`config.mk`:
```
export PLATFORM = sky130hd
export DESIGN_NAME = servo_scan_ctrl_flat
export DESIGN_NICKNAME = d
export VERILOG_FILES = /design/src/rtl/servo_scan_if.sv /design/src/rtl/servo_scan_ctrl.sv /design/src/flat_wrapper.sv
export SDC_FILE = /design/constraint.sdc
export NUM_CORES = 1
export LEC_CHECK = 0
export CAP_MARGIN = 25
export CORE_ASPECT_RATIO = 1.25
export CORE_MARGIN = 5
export CORE_UTILIZATION = 35
export DETAILED_ROUTE_END_ITERATION = 7
export PLACE_DENSITY = 0.54
export RECOVER_POWER = 50
export SKIP_LAST_GASP = 1
export SLEW_MARGIN = 10
export SYNTH_ARGS = -nofsm -noshare
export SYNTH_HDL_FRONTEND = slang
export SYNTH_SLANG_ARGS = --single-unit
```
`constraint.sdc`:
```
create_clock -name clk -period 4.41 [get_ports clk]
set_clock_uncertainty 0.05 [all_clocks]
set_input_delay 0.441 -clock clk [delete_from_list [all_inputs] [get_ports clk]]
set_output_delay 0.441 -clock clk [all_outputs]
set_load 0.05 [all_outputs]
```
`src/rtl/servo_scan_if.sv`:
```
// Bus between a scan-sequencer client and servo_scan_ctrl: sweep configuration
// and servo-driver tick in one direction, commanded angle and status in the other.
interface servo_scan_if #(
    parameter int ANGLE_W = 8,
    parameter int STEP_W  = 4
);
    logic               servo_cycle_done;
    logic               move_en;
    logic [ANGLE_W-1:0] start_angle;
    logic [ANGLE_W-1:0] end_angle;
    logic [STEP_W-1:0]  step;
    logic               mode;
    logic               restart;
    logic [ANGLE_W-1:0] servo_angle;
    logic               servo_dir;
    logic               at_limit;
    logic               sweep_done;

    modport master (
        output servo_cycle_done, move_en, start_angle, end_angle, step, mode, restart,
        input  servo_angle, servo_dir, at_limit, sweep_done
    );

    modport slave (
        input  servo_cycle_done, move_en, start_angle, end_angle, step, mode, restart,
        output servo_angle, servo_dir, at_limit, sweep_done
    );
endinterface

```
`src/rtl/servo_scan_ctrl.sv`:
```
// Servo sweep sequencer: steps a commanded angle between two bounds, one step
// per PWM_CYCLES_PER_ITER servo cycles, bouncing or stopping at the far limit.
module servo_scan_ctrl #(
    parameter int ANGLE_W             = 8,
    parameter int STEP_W              = 4,
    parameter int PWM_CYCLES_PER_ITER = 1,
    parameter int DWELL_ITERS         = 0
) (
    input  logic        clk,
    input  logic        rst,
    servo_scan_if.slave bus
);
    localparam int                 AW1         = ANGLE_W + 1;
    localparam logic [15:0]        DIV_RELOAD  = 16'(PWM_CYCLES_PER_ITER - 1);
    localparam logic [7:0]         DWELL_LOAD  = 8'(DWELL_ITERS);
    localparam logic [ANGLE_W-1:0] ANGLE_RESET = {1'b1, {(ANGLE_W-1){1'b0}}};

    typedef enum logic [1:0] {ST_WAIT, ST_DIVIDE, ST_UPDATE, ST_DONE} state_t;

    state_t             state_q;
    logic [ANGLE_W-1:0] angle_q;
    logic               dir_q;
    logic               at_limit_q;
    logic               sweep_done_q;
    logic [15:0]        div_cnt_q;
    logic [7:0]         dwell_cnt_q;

    logic [ANGLE_W-1:0] lo;
    logic [ANGLE_W-1:0] hi;
    logic [AW1-1:0]     step_ext;
    logic [AW1-1:0]     sum_up;
    logic [AW1-1:0]     diff_dn;
    logic [ANGLE_W-1:0] up_sat;
    logic [ANGLE_W-1:0] dn_sat;
    logic [ANGLE_W-1:0] moved_angle;
    logic               moved_hit;

    logic [ANGLE_W-1:0] upd_angle_d;
    logic               upd_dir_d;
    logic               upd_limit_d;
    logic               upd_done_d;

    // Bounds may arrive in either order; normalise them every cycle.
    assign lo = (bus.start_angle <= bus.end_angle) ? bus.start_angle : bus.end_angle;
    assign hi = (bus.start_angle <= bus.end_angle) ? bus.end_angle   : bus.start_angle;

    // One extra bit of headroom so neither direction can wrap before saturation.
    assign step_ext    = AW1'(bus.step);
    assign sum_up      = {1'b0, angle_q} + step_ext;
    assign diff_dn     = {1'b0, angle_q} - step_ext;
    assign up_sat      = (sum_up > {1'b0, hi}) ? hi : sum_up[ANGLE_W-1:0];
    assign dn_sat      = (diff_dn[ANGLE_W] || (diff_dn[ANGLE_W-1:0] < lo)) ? lo : diff_dn[ANGLE_W-1:0];
    assign moved_angle = dir_q ? dn_sat : up_sat;
    assign moved_hit   = dir_q ? (moved_angle == lo) : (moved_angle == hi);

    // Outcome of an UPDATE cycle: degenerate window, out-of-window correction, or a normal step.
    always_comb begin
        upd_angle_d = angle_q;
        upd_dir_d   = dir_q;
        upd_limit_d = 1'b0;
        upd_done_d  = 1'b0;
        if (lo == hi) begin
            upd_angle_d = lo;
            upd_done_d  = bus.mode;
        end else if (angle_q < lo) begin
            upd_angle_d = lo;
            upd_dir_d   = 1'b0;
        end else if (angle_q > hi) begin
            upd_angle_d = hi;
            upd_dir_d   = 1'b1;
        end else if (bus.step != '0) begin
            upd_angle_d = moved_angle;
            if (moved_hit) begin
                upd_limit_d = 1'b1;
                upd_dir_d   = ~dir_q;
                // Only the upward arrival at hi finishes a one-shot sweep.
                upd_done_d  = bus.mode & ~dir_q;
            end
        end
    end

    // Sequencer FSM with registered outputs; rst beats restart, restart beats everything else.
    always_ff @(posedge clk) begin
        if (rst) begin
            state_q      <= ST_WAIT;
            angle_q      <= ANGLE_RESET;
            dir_q        <= 1'b0;
            at_limit_q   <= 1'b0;
            sweep_done_q <= 1'b0;
            div_cnt_q    <= DIV_RELOAD;
            dwell_cnt_q  <= 8'd0;
        end else if (bus.restart) begin
            state_q      <= ST_WAIT;
            angle_q      <= lo;
            dir_q        <= 1'b0;
            at_limit_q   <= 1'b0;
            sweep_done_q <= 1'b0;
            div_cnt_q    <= DIV_RELOAD;
            dwell_cnt_q  <= 8'd0;
        end else begin
            at_limit_q <= 1'b0;
            case (state_q)
                ST_WAIT: begin
                    if (bus.servo_cycle_done) begin
                        state_q <= ST_DIVIDE;
                    end
                end
                ST_DIVIDE: begin
                    if (div_cnt_q != 16'd0) begin
                        div_cnt_q <= div_cnt_q - 16'd1;
                        state_q   <= ST_WAIT;
                    end else begin
                        div_cnt_q <= DIV_RELOAD;
                        if (!bus.move_en) begin
                            state_q <= ST_WAIT;
                        end else if (dwell_cnt_q != 8'd0) begin
                            dwell_cnt_q <= dwell_cnt_q - 8'd1;
                            state_q     <= ST_WAIT;
                        end else begin
                            state_q <= ST_UPDATE;
                        end
                    end
                end
                ST_UPDATE: begin
                    angle_q    <= upd_angle_d;
                    dir_q      <= upd_dir_d;
                    at_limit_q <= upd_limit_d;
                    if (upd_limit_d) begin
                        dwell_cnt_q <= DWELL_LOAD;
                    end
                    if (upd_done_d) begin
                        state_q      <= ST_DONE;
                        sweep_done_q <= 1'b1;
                    end else begin
                        state_q <= ST_WAIT;
                    end
                end
                ST_DONE: begin
                    state_q <= ST_DONE;
                end
                default: begin
                    state_q <= ST_WAIT;
                end
            endcase
        end
    end

    assign bus.servo_angle = angle_q;
    assign bus.servo_dir   = dir_q;
    assign bus.at_limit    = at_limit_q;
    assign bus.sweep_done  = sweep_done_q;
endmodule
```
`src/flat_wrapper.sv`:
```
// flat-port wrapper written by rule: the top's interface ports become plain ports
module servo_scan_ctrl_flat 
#(
    parameter int ANGLE_W             = 8,
    parameter int STEP_W              = 4,
    parameter int PWM_CYCLES_PER_ITER = 1,
    parameter int DWELL_ITERS         = 0
)
  (clk, rst, bus_servo_cycle_done, bus_move_en, bus_start_angle, bus_end_angle, bus_step, bus_mode, bus_restart, bus_servo_angle, bus_servo_dir, bus_at_limit, bus_sweep_done);
  servo_scan_if #(.ANGLE_W(ANGLE_W), .STEP_W(STEP_W)) bus_i ();
  input  logic clk;
  input  logic rst;
  input wire logic [$bits(bus_i.servo_cycle_done)-1:0] bus_servo_cycle_done;
  input wire logic [$bits(bus_i.move_en)-1:0] bus_move_en;
  input wire logic [$bits(bus_i.start_angle)-1:0] bus_start_angle;
  input wire logic [$bits(bus_i.end_angle)-1:0] bus_end_angle;
  input wire logic [$bits(bus_i.step)-1:0] bus_step;
  input wire logic [$bits(bus_i.mode)-1:0] bus_mode;
  input wire logic [$bits(bus_i.restart)-1:0] bus_restart;
  output wire logic [$bits(bus_i.servo_angle)-1:0] bus_servo_angle;
  output wire logic [$bits(bus_i.servo_dir)-1:0] bus_servo_dir;
  output wire logic [$bits(bus_i.at_limit)-1:0] bus_at_limit;
  output wire logic [$bits(bus_i.sweep_done)-1:0] bus_sweep_done;
  assign bus_i.servo_cycle_done = bus_servo_cycle_done;
  assign bus_i.move_en = bus_move_en;
  assign bus_i.start_angle = bus_start_angle;
  assign bus_i.end_angle = bus_end_angle;
  assign bus_i.step = bus_step;
  assign bus_i.mode = bus_mode;
  assign bus_i.restart = bus_restart;
  assign bus_servo_angle = bus_i.servo_angle;
  assign bus_servo_dir = bus_i.servo_dir;
  assign bus_at_limit = bus_i.at_limit;
  assign bus_sweep_done = bus_i.sweep_done;
  servo_scan_ctrl #(.ANGLE_W(ANGLE_W), .STEP_W(STEP_W), .PWM_CYCLES_PER_ITER(PWM_CYCLES_PER_ITER), .DWELL_ITERS(DWELL_ITERS)) u_core (.clk(clk), .rst(rst), .bus(bus_i));
endmodule
```
; ---- Word-level counts from Yosys, hierarchy flattened
; Index checks and enable logic that the tools add are counted.
[classes]
n_addsub = 4
order_cmp = 5
n_eq_ne = 11
mux = 38
n_bitwise = 4
n_reduce_logical = 16
[ops]
columns = cell, count
row1 = $mux 8, 15
row2 = $eq 8x8->1, 3
row3 = $lt 8x8->1, 2
row4 = $mux 16, 1
row5 = $pmux 8 s2, 1
row6 = $reduce_bool 16->1, 1
row7 = $sub 16x1->16 const B, 1
row8 = $mux 1, 15
row9 = $mux 2, 5
row10 = $add 8x4->9, 1
row11 = $gt 9x8->1, 1
row12 = $sub 8x4->9, 1
row13 = $gt 8x8->1, 1
row14 = $le 8x8->1, 1
row15 = $pmux 2 s4, 1
row16 = $reduce_bool 8->1, 1
row17 = $sub 8x1->8 const B, 1
row18 = $ne 2x2->1 const B, 3
row19 = $reduce_bool 3->1, 2
row20 = $reduce_and 5->1, 1
row21 = $reduce_bool 5->1, 1
row22 = $eq 2x2->1 const B, 2
row23 = $ne 2x1->1 const B, 2
row24 = $reduce_and 2->1, 2
row25 = other kinds (10), 13
[word_totals]
reg_bits = 37
out_inout_bits = 11
wordCells = 85

; ---- Longest topological paths before layout
; Gate-level depths: netlist of the first run.
[logic_depth]
depth_word = 15
mapped_depth = 21

; ---- Worst setup path after synthesis of the first run
; No wires, ideal clock.
[synth_timing]
path_type = input -> register
start = input port bus_end_angle[6]
end = register u_core.dwell_cnt_q[1]
setup_ps = 142
arrival_ps = 4373
setup_slack_ps = -155
stages = 18
cell_sequence = inv_1 > ha_1 > and3_1 > a221o_1 > o21ai_1 > mux2_2 > inv_1 > ha_1 > nand4_1 > or2_2 > inv_1 > o2111ai_1 > and2_1 > nor3_1 > mux2i_1 > a31oi_1 > o41ai_4 > o32ai_1
[synth_between]
elab_chain_len = 15
word_cells_on_any_way = 22
[synth_lines]
columns = element, line
row1 = "start, declared", flat_wrapper.sv:16  ; input wire logic [$bits(bus_i.end_angle)-1:0] bus_end_angle;
row2 = $le 8x8->1, "servo_scan_ctrl.sv:44, servo_scan_ctrl.sv:45"
row3 = $mux 8, servo_scan_ctrl.sv:44  ; assign lo = (bus.start_angle <= bus.end_angle) ? bus.start_angle : bus.end_angle;
row4 = $lt 8x8->1, servo_scan_ctrl.sv:52  ; assign dn_sat = (diff_dn[ANGLE_W] || (diff_dn[ANGLE_W-1:0] < lo)) ? lo : diff_dn[ANGLE_W-1:0];
row5 = $logic_or 1x1->1, servo_scan_ctrl.sv:52
row6 = $mux 8, servo_scan_ctrl.sv:52
row7 = $mux 8, servo_scan_ctrl.sv:53  ; assign moved_angle = dir_q ? dn_sat : up_sat;
row8 = $eq 8x8->1, servo_scan_ctrl.sv:54  ; assign moved_hit = dir_q ? (moved_angle == lo) : (moved_angle == hi);
row9 = $mux 1, servo_scan_ctrl.sv:54
row10 = $mux 1, servo_scan_ctrl.sv:73  ; if (moved_hit) begin
row11 = $mux 1, servo_scan_ctrl.sv:71  ; end else if (bus.step != '0) begin
row12 = $mux 1, servo_scan_ctrl.sv:68  ; end else if (angle_q > hi) begin
row13 = $mux 1, servo_scan_ctrl.sv:65  ; end else if (angle_q < lo) begin
row14 = $mux 1 (*), servo_scan_ctrl.sv:62  ; if (lo == hi) begin
row15 = $ne 2x1->1 (no source line) (*), -
row16 = $reduce_and 5->1 (no source line) (*), -
row17 = "end signal, assigned", servo_scan_ctrl.sv:117  ; dwell_cnt_q <= dwell_cnt_q - 8'd1;
row18 = "end, declared", servo_scan_ctrl.sv:26  ; logic [7:0] dwell_cnt_q;
; Mark *: on every way between the ends. The rest lies on a longest branch, timed or not.
; A chain may end at the register's enable or synchronous reset.

; ---- Final worst setup path of the first run
[layout_timing]
start = input port bus_start_angle[4]
end = register u_core.state_q[0]
[layout_between]
elab_chain_len = 15
word_cells_on_any_way = 22
[layout_lines]
columns = element, line
row1 = "start, declared", flat_wrapper.sv:15  ; input wire logic [$bits(bus_i.start_angle)-1:0] bus_start_angle;
row2 = $le 8x8->1, "servo_scan_ctrl.sv:44, servo_scan_ctrl.sv:45"
row3 = $mux 8, servo_scan_ctrl.sv:44
row4 = $lt 8x8->1, servo_scan_ctrl.sv:52
row5 = $logic_or 1x1->1, servo_scan_ctrl.sv:52
row6 = $mux 8, servo_scan_ctrl.sv:52
row7 = $mux 8, servo_scan_ctrl.sv:53
row8 = $eq 8x8->1, servo_scan_ctrl.sv:54
row9 = $mux 1, servo_scan_ctrl.sv:54
row10 = $mux 1, servo_scan_ctrl.sv:73
row11 = $mux 1, servo_scan_ctrl.sv:71
row12 = $mux 1, servo_scan_ctrl.sv:68
row13 = $mux 1, servo_scan_ctrl.sv:65
row14 = $mux 1 (*), servo_scan_ctrl.sv:62
row15 = $mux 2 (*), servo_scan_ctrl.sv:131  ; if (upd_done_d) begin
row16 = $pmux 2 s4 (*), servo_scan_ctrl.sv:102  ; case (state_q)
row17 = "end signal, assigned", servo_scan_ctrl.sv:105  ; state_q <= ST_DIVIDE;
row18 = "end signal, assigned", servo_scan_ctrl.sv:132  ; state_q <= ST_DONE;
row19 = "end signal, assigned", servo_scan_ctrl.sv:135  ; state_q <= ST_WAIT;
row20 = "end, declared", servo_scan_ctrl.sv:20  ; state_t state_q;
; Marks and branches as above.

==> results of run 1 <==
==> placed cells by master (no fill, tap or decap), types with 6 or more instances in the layout <==
master	count
a21o_1	11
a21oi_1	24
a21oi_2	6
and3_1	8
buf_4	179
buf_6	7
clkbuf_2	8
dfxtp_1	34
dlygate4sd2_1	7
dlygate4sd3_1	11
ha_1	28
ha_4	16
inv_1	24
inv_2	17
nand2_1	33
nand3_1	12
nand4_1	7
nor2_1	50
nor2b_1	9
nor3_1	15
nor4_1	9
o2111ai_1	7
o211ai_1	20
o21ai_0	22
or3_1	8
xnor2_1	17
xnor2_2	6
xor2_1	7
==> worst max-delay path: cells and delay by family <==
family | cells | cell delay, ns
AOI/OAI and AO/OA | 7 | 1.08
adders and majority gates | 2 | 0.52
buffers and inverters | 9 | 1.32
and+or+nand+nor | 5 | 1.00
==> state kept, by name, summed over array words and instances, names as in the netlist <==
register,count
u_core.bus.servo_dir,1
u_core.div_cnt_q,16
u_core.bus.servo_angle,8
u_core.bus.sweep_done,1
u_core.bus.at_limit,1
u_core.dwell_cnt_q,8
u_core.state_q,2
==> layout make-up <==
class | count | area, µm²
sequential | 37 | 744
inverter | 42 | 160
tap | 164 | 205
timing repair buffer | 224 | 1760
multi-input combinational | 458 | 3870
clock buffer | 7 | 143
clock inverter | 1 | 30.0
fill | 1088 | 5200
==> final timing paths <==
kind         depth (start not counted)                    end                       from
max                                 23      u_core.state_q[0]         bus_start_angle[4]
min                                  2  u_core.bus.sweep_done      u_core.bus.sweep_done
max reg2reg                         19  u_core.dwell_cnt_q[3]  u_core.bus.servo_angle[0]
min reg2reg                          2  u_core.bus.sweep_done      u_core.bus.sweep_done
==> power by group through the flow <==
stage          logic, W  clock network, W  registers [W]
2_1_floorplan  0.000652                 0       0.000398
3_3_place_gp    0.00128                 0       0.000366
3_5_place_dp    0.00129                 0       0.000366
4_1_cts         0.00139          0.000429       0.000361
5_1_grt         0.00163          0.000446       0.000363
6_report        0.00152          0.000414       0.000361
==> layer usage <==
layer | track usage, % | routed length, µm | up-vias
li1 | - | - | 2513
met1 | 26.4 | 6830 | 2494
met2 | 40.3 | 8580 | 160
met3 | 2.23 | 594 | 48
met4 | 14.3 | 997 | 0
met5 | 0 | 0 | -
==> metrics by stage <==
stage          utilization [%]  hold WS [ns]
6_report                  57.1         0.401
5_1_grt                   57.1         0.455
4_1_cts                   55.2         0.421
3_5_place_dp              50.2         0.399
3_3_place_gp              50.2         0.395
2_1_floorplan                -         0.400
==> cells by family (layout without fill, tap and decap cells) <==
group           Yosys count  after routing
xor+xnor                 30             30
simple gates            204            204
buf+inv                  59            274
compound gates          167            167
mux                      10             10
fa+ha+maj                47             47
flops                    37             37
==> what timing repair did <==
action                     in CTS  in global routing
gates resized for setup        85                 60
setup buffers                  19                  7
cloned                          0                  0
pin swaps                      38                 27
setup endpoints to repair      21                 21
==> impl_results.md, run 1 <==
* Port buffer count at 36
* Vias at 5215
* Worst Max-Slew Pin Slew at 0.806 ns
* Critical path arrival at 4.39 ns
* Post-route setup TNS at 0 ns
* Initial antenna violation count at 0
* CTS H-tree depth at 2
* Setup violations, final at 0
* Vias in the first global route at 5314
* Final GP Congestion at 0.983
* Initial Util at 35.4%
* Yosys reg bits at 37
* Slowest-stage cell, CP: dlygate4sd2_1
* FP Rows at 45
* Startpoint Class: input pin
* Root Driver: clkbuf_16
* Sequential share of the synthesized area at 17.3%
* Sw frac at 40.1%
* Cell internal pwr at 0.00138 W
* Most common library cells after synthesis: nor2_1 (54), ha_1 (45), inv_1 (41)
* Post-synth EDFFs at 0
* Yosys warns at 0
* CTS Buf Count at 5
* Overflow after GRT at 0
* CTS sink count at 37
* Asr flop ratio synth at 0%
* Routed Antenna Nets at 0
* F_max at 0.233 GHz
* Syn nets at 627
* Most frequent CP cell: buf_4
* I/O pins at 37
* P per Cell Area at 332 nW/µm²
* Final Non-Filler Cells at 933
* DRT Wirelength at 17000 µm
* Synth Area in XOR/XNOR at 6.13%
* Mux cell area share after synthesis at 2.45%
* # diodes at 0
* Crit Path Category: in2reg
* Width of the die at 109 µm
* Hold Buf Count CTS at 0
* Clock share of power at 18.0%
* Primary FF master, synth: dfxtp_1
* Max incr delay on CP at 0.27 ns
* Worst Hold Class: reg2reg
* Core Region at 12100 µm²
* Drt initial violations at 239
* Combinational family with the most area after synthesis: compound AO/OA/AOI/OAI gates
* Die height at 134 µm
* Seq pwr share at 15.7%
* Synth top area cells: dfxtp_1 (17%), ha_1 (13%), nor2_1 (4.7%), xnor2_1 (4.7%), inv_1 (3.6%)
* Total GRT Usage at 23.1%
* Drt via density at 5.59
* Relative slew slack at 46.2%
* DRC at 0
* Synth top area share at 17.3%
* Hold Vio Cnt, Final at 0
* Clock Pin Slew Worst Setup and Hold Paths at 0.05 ns
* WL per Instance at 18.2 µm
* Worst path cell trace: dlygate4sd2_1, ha_4, and4_4, o21a_4, buf_6, buf_4, o211ai_1, nand2_1, inv_2, buf_4, buf_4, ha_1, and4_1, o21ai_0, o21ai_0, a211oi_2, buf_4, nor2_2, buf_4, nand2_1, buf_4, a32oi_2, a21oi_1
* Post-synth top area cell: dfxtp_1
* Count leader, synth: nor2_1
* DP Area at 6070 µm²
* CP Max Fanout at 6
* Worst setup EP type: register
* Outcome: completed
* Comb power frac at 66.2%
* Mapped Area at 4290 µm²
* Global-route wire length before repair at 26500 µm
* NetSw at 0.000921 W
* Skew-Pair Late Insertion Delay at 0.28 ns
* Die area at 14600 µm²
* Syn Area/Cell at 7.74 µm²
* Final Worst Setup Slack at 0.118 ns
* Cell count after placement at 900
* Post-detail-place hpwl at 13400 µm
* Minimum clock period at 4.29 ns
* Leak at 3.04 nW
* Mapped Cells at 554
* Crit share post-route at 97.3%
* Final Max Slew Viols at 0
* Post-layout nets at 841
* Setup WS pre-CTS at -0.718 ns
* CP Data Required Time at 4.51 ns
* Drt pass-1 iters at 5
* Worst R2R Setup Slack at 0.22 ns
* Netlist cell types at 79
* Largest net degree at the start of global routing at 22
* VDD IR-drop max at 0.384 mV
* Tot Pwr at 0.00230 W
* Layout Area Growth over Synthesis at 61.1%
* Max Cap Viol at 0
* Adder-cell share of the synthesized area at 14.1%
* CTS tree: yes
* Clock Tree Buf Depth at 2
* Synth Area in Compound Gates at 29.3%
* Layout cells sized above 1 at 41.7%
* Post-route cell area at 6910 µm²
* Simple-gate share of the synthesized area at 25.0%
(Power assumes the default switching activity.)
==> run 2: changes to the inputs <==
--- a/config.mk
+++ b/config.mk
@@ -9,6 +9,7 @@
 export CORE_ASPECT_RATIO = 1.25
 export CORE_MARGIN = 5
 export CORE_UTILIZATION = 35
+export CTS_BUF_LIST = sky130_fd_sc_hd__clkbuf_4 sky130_fd_sc_hd__clkbuf_8
 export DETAILED_ROUTE_END_ITERATION = 7
 export PLACE_DENSITY = 0.54
 export RECOVER_POWER = 50
==> run 2 against run 1 <==
Sequential cell count stayed put. First-iteration DRC count is 23% higher. Sequential power hardly changed. Core utilization down 0.22 points. Non-clock buffer count grew 8. Critical endpoint is now u_core.dwell_cnt_q[7].
==> impl_results.md, run 2 (synthesis results as in run 1) <==
* Outcome: completed (unchanged)
* Global-route wire length before repair at 27100 µm (was 26500 µm)
* Core Region at 12100 µm² (unchanged)
* Worst path cell trace: clkdlybuf4s50_1, inv_1, ha_4, or3b_4, a31oi_4, o2111ai_2, xnor2_2, ha_1, nand3_2, or3_4, a2bb2oi_1, o31a_1, o31ai_4, mux2i_1, o211ai_1, buf_4, o41ai_4, buf_4, nor2_1 (was dlygate4sd2_1, ha_4, and4_4, o21a_4, buf_6, buf_4, o211ai_1, nand2_1, inv_2, buf_4, buf_4, ha_1, and4_1, o21ai_0, o21ai_0, a211oi_2, buf_4, nor2_2, buf_4, nand2_1, buf_4, a32oi_2, a21oi_1)
* Setup violations, final at 0 (unchanged)
* Relative slew slack at 42.7% (was 46.2%)
* F_max at 0.229 GHz (was 0.233 GHz)
* Layout Area Growth over Synthesis at 60.5% (was 61.1%)
* Hold Vio Cnt, Final at 0 (unchanged)
* P per Cell Area at 324 nW/µm² (was 332 nW/µm²)
* Crit share post-route at 98.9% (was 97.3%)
* I/O pins at 37 (unchanged)
* Worst Max-Slew Pin Slew at 0.858 ns (was 0.806 ns)
* Root Driver: clkbuf_8 (was clkbuf_16)
* Die height at 134 µm (unchanged)
* Final Non-Filler Cells at 942 (was 933)
* Largest net degree at the start of global routing at 22 (unchanged)
* Critical path arrival at 4.54 ns (was 4.39 ns)
* Clock Pin Slew Worst Setup and Hold Paths at 0.07 ns (was 0.05 ns)
* Die area at 14600 µm² (unchanged)
* Max Cap Viol at 0 (unchanged)
* Skew-Pair Late Insertion Delay at 0.31 ns (was 0.28 ns)
* Routed Antenna Nets at 0 (unchanged)
* Fill cells at 1089 (was 1088)
* CTS tree: yes (unchanged)
* Most frequent CP cell: buf_4 (unchanged)
* Drt initial violations at 294 (was 239)
* Startpoint Class: input pin (unchanged)
* Port buffer count at 36 (unchanged)
* Overflow after GRT at 0 (unchanged)
* WL per Instance at 18.3 µm (was 18.2 µm)
* Commonest non-fill, non-tap cell in the layout: buf_4 (unchanged)
* CTS H-tree depth at 2 (unchanged)
* Cell count after placement at 900 (unchanged)
* CP Data Required Time at 4.59 ns (was 4.51 ns)
* Setup WS pre-CTS at -0.718 ns (unchanged)
* Layout cells sized above 1 at 41.8% (was 41.7%)
* Initial Util at 35.4% (unchanged)
* Crit Path Category: in2reg (unchanged)
* Reg with most FFs: u_core.div_cnt_q (unchanged)
* Max reg flops at 16 (unchanged)
* Max incr delay on CP at 0.47 ns (was 0.27 ns)
* Drt pass-1 iters at 6 (was 5)
* Post-layout nets at 850 (was 841)
* CTS Buf Count at 5 (unchanged)
* Most frequent cells in the layout: buf_4 (190), nor2_1 (49), dfxtp_1 (34), nand2_1 (33), ha_1 (32) (was buf_4 (179), nor2_1 (50), dfxtp_1 (34), nand2_1 (33), ha_1 (28))
* Worst Hold Class: reg2reg (unchanged)
* Post-route setup TNS at 0 ns (unchanged)
* Leak at 3.06 nW (was 3.04 nW)
* Final Worst Setup Slack at 0.0481 ns (was 0.118 ns)
* Initial antenna violation count at 0 (unchanged)
* VDD IR-drop max at 0.324 mV (was 0.384 mV)
* Vias in the first global route at 5337 (was 5314)
* CP Max Fanout at 6 (unchanged)
* Width of the die at 109 µm (unchanged)
* Vias at 5288 (was 5215)
* Slowest-stage cell, CP: clkdlybuf4s50_1 (was dlygate4sd2_1)
* CTS sink count at 37 (unchanged)
* Post-detail-place hpwl at 13400 µm (unchanged)
* FP Rows at 45 (unchanged)
* Total GRT Usage at 23.5% (was 23.1%)
* Final GP Congestion at 0.983 (unchanged)
* Drt via density at 5.61 (was 5.59)
* Hold Buf Count CTS at 0 (unchanged)
* Final Max Slew Viols at 0 (unchanged)
* # diodes at 0 (unchanged)
* DRC at 0 (unchanged)
* Worst setup EP type: register (unchanged)
* DRT Wirelength at 17300 µm (was 17000 µm)
* Minimum clock period at 4.36 ns (was 4.29 ns)
* Clock Tree Buf Depth at 2 (unchanged)
* Tot Pwr at 0.00223 W (was 0.00230 W)
[run 2: cell types whose count changed in the layout (fill, tap and decap cells not counted), sizes merged]
| cell | delta |
|---|---|
| buf | +7 |
| clkdlybuf4s15 | -2 |
| clkdlybuf4s50 | +2 |
| dlygate4sd2 | +2 |
| dlymetal6s2s | -1 |
| nand3b | +1 |
[run 2: cell type report]
type                       instances  area, µm²  share of cell area, %
sequential                        37        744                   10.8
timing repair buffer             232       1820                   26.5
inverter                          42        163                   2.36
clock buffer                       7       90.1                   1.31
clock inverter                     1       30.0                  0.436
multi-input combinational        459       3830                   55.6
tap                              164        205                   2.98
[run 2: power breakdown]
group / switching (W) / leakage (nW) / total (W) / internal, W
sequential: 0.0000148 / 0.301 / 0.000361 / 0.000346
combinational: 0.000785 / 2.70 / 0.00155 / 0.000768
clock: 0.000125 / 0.0619 / 0.000315 / 0.000191
[run 2: worst max-delay path: cells and delay by family]
family	cells	cell delay, ns
adders and majority gates	2	0.58
buffers and inverters	4	0.91
and+or+nand+nor	4	0.95
xor gates and xnor gates	1	0.20
muxes	1	0.15
AOI/OAI and AO/OA	7	1.30
[run 2: layer usage]
| metal | track usage [%] | vias up | wire, µm |
|---|---|---|---|
| met1 | 26.9 | 2508 | 6810 |
| li1 | - | 2533 | - |
| met5 | 0 | - | 0 |
| met2 | 41.9 | 188 | 8650 |
| met3 | 2.23 | 59 | 681 |
| met4 | 13.1 | 0 | 1120 |
[run 2: worst paths after layout]
kind / from / endpoint / slack [ns] / cells past startpoint
hold reg to reg: u_core.bus.sweep_done / u_core.bus.sweep_done / 0.40 / 2
hold / removal: u_core.bus.sweep_done / u_core.bus.sweep_done / 0.40 / 2
setup / recovery: bus_step[2] / u_core.dwell_cnt_q[7] / 0.05 / 19
setup reg to reg: u_core.bus.servo_angle[0] / u_core.dwell_cnt_q[7] / 0.18 / 22
[run 2: timing repair]
| action | 4_1_cts | 5_1_grt |
|---|---|---|
| pin swaps | 38 | 30 |
| endpoints found under the setup margin | 21 | 21 |
| gates resized for setup | 80 | 54 |
| cloned | 2 | 0 |
| hold endpoints to repair | 0 | 0 |
| buffers inserted | 22 | 10 |
[run 2: per-stage QoR]
stage | util (%) | instance area (µm²) | hold slack, ns
after global placement | 50.2 | 6070 | 0.395
after detailed placement | 50.2 | 6070 | 0.399
final | 56.9 | 6880 | 0.405
after floorplan | - | 4360 | 0.400
after CTS | 55.3 | 6690 | 0.425
after global routing | 56.9 | 6880 | 0.458
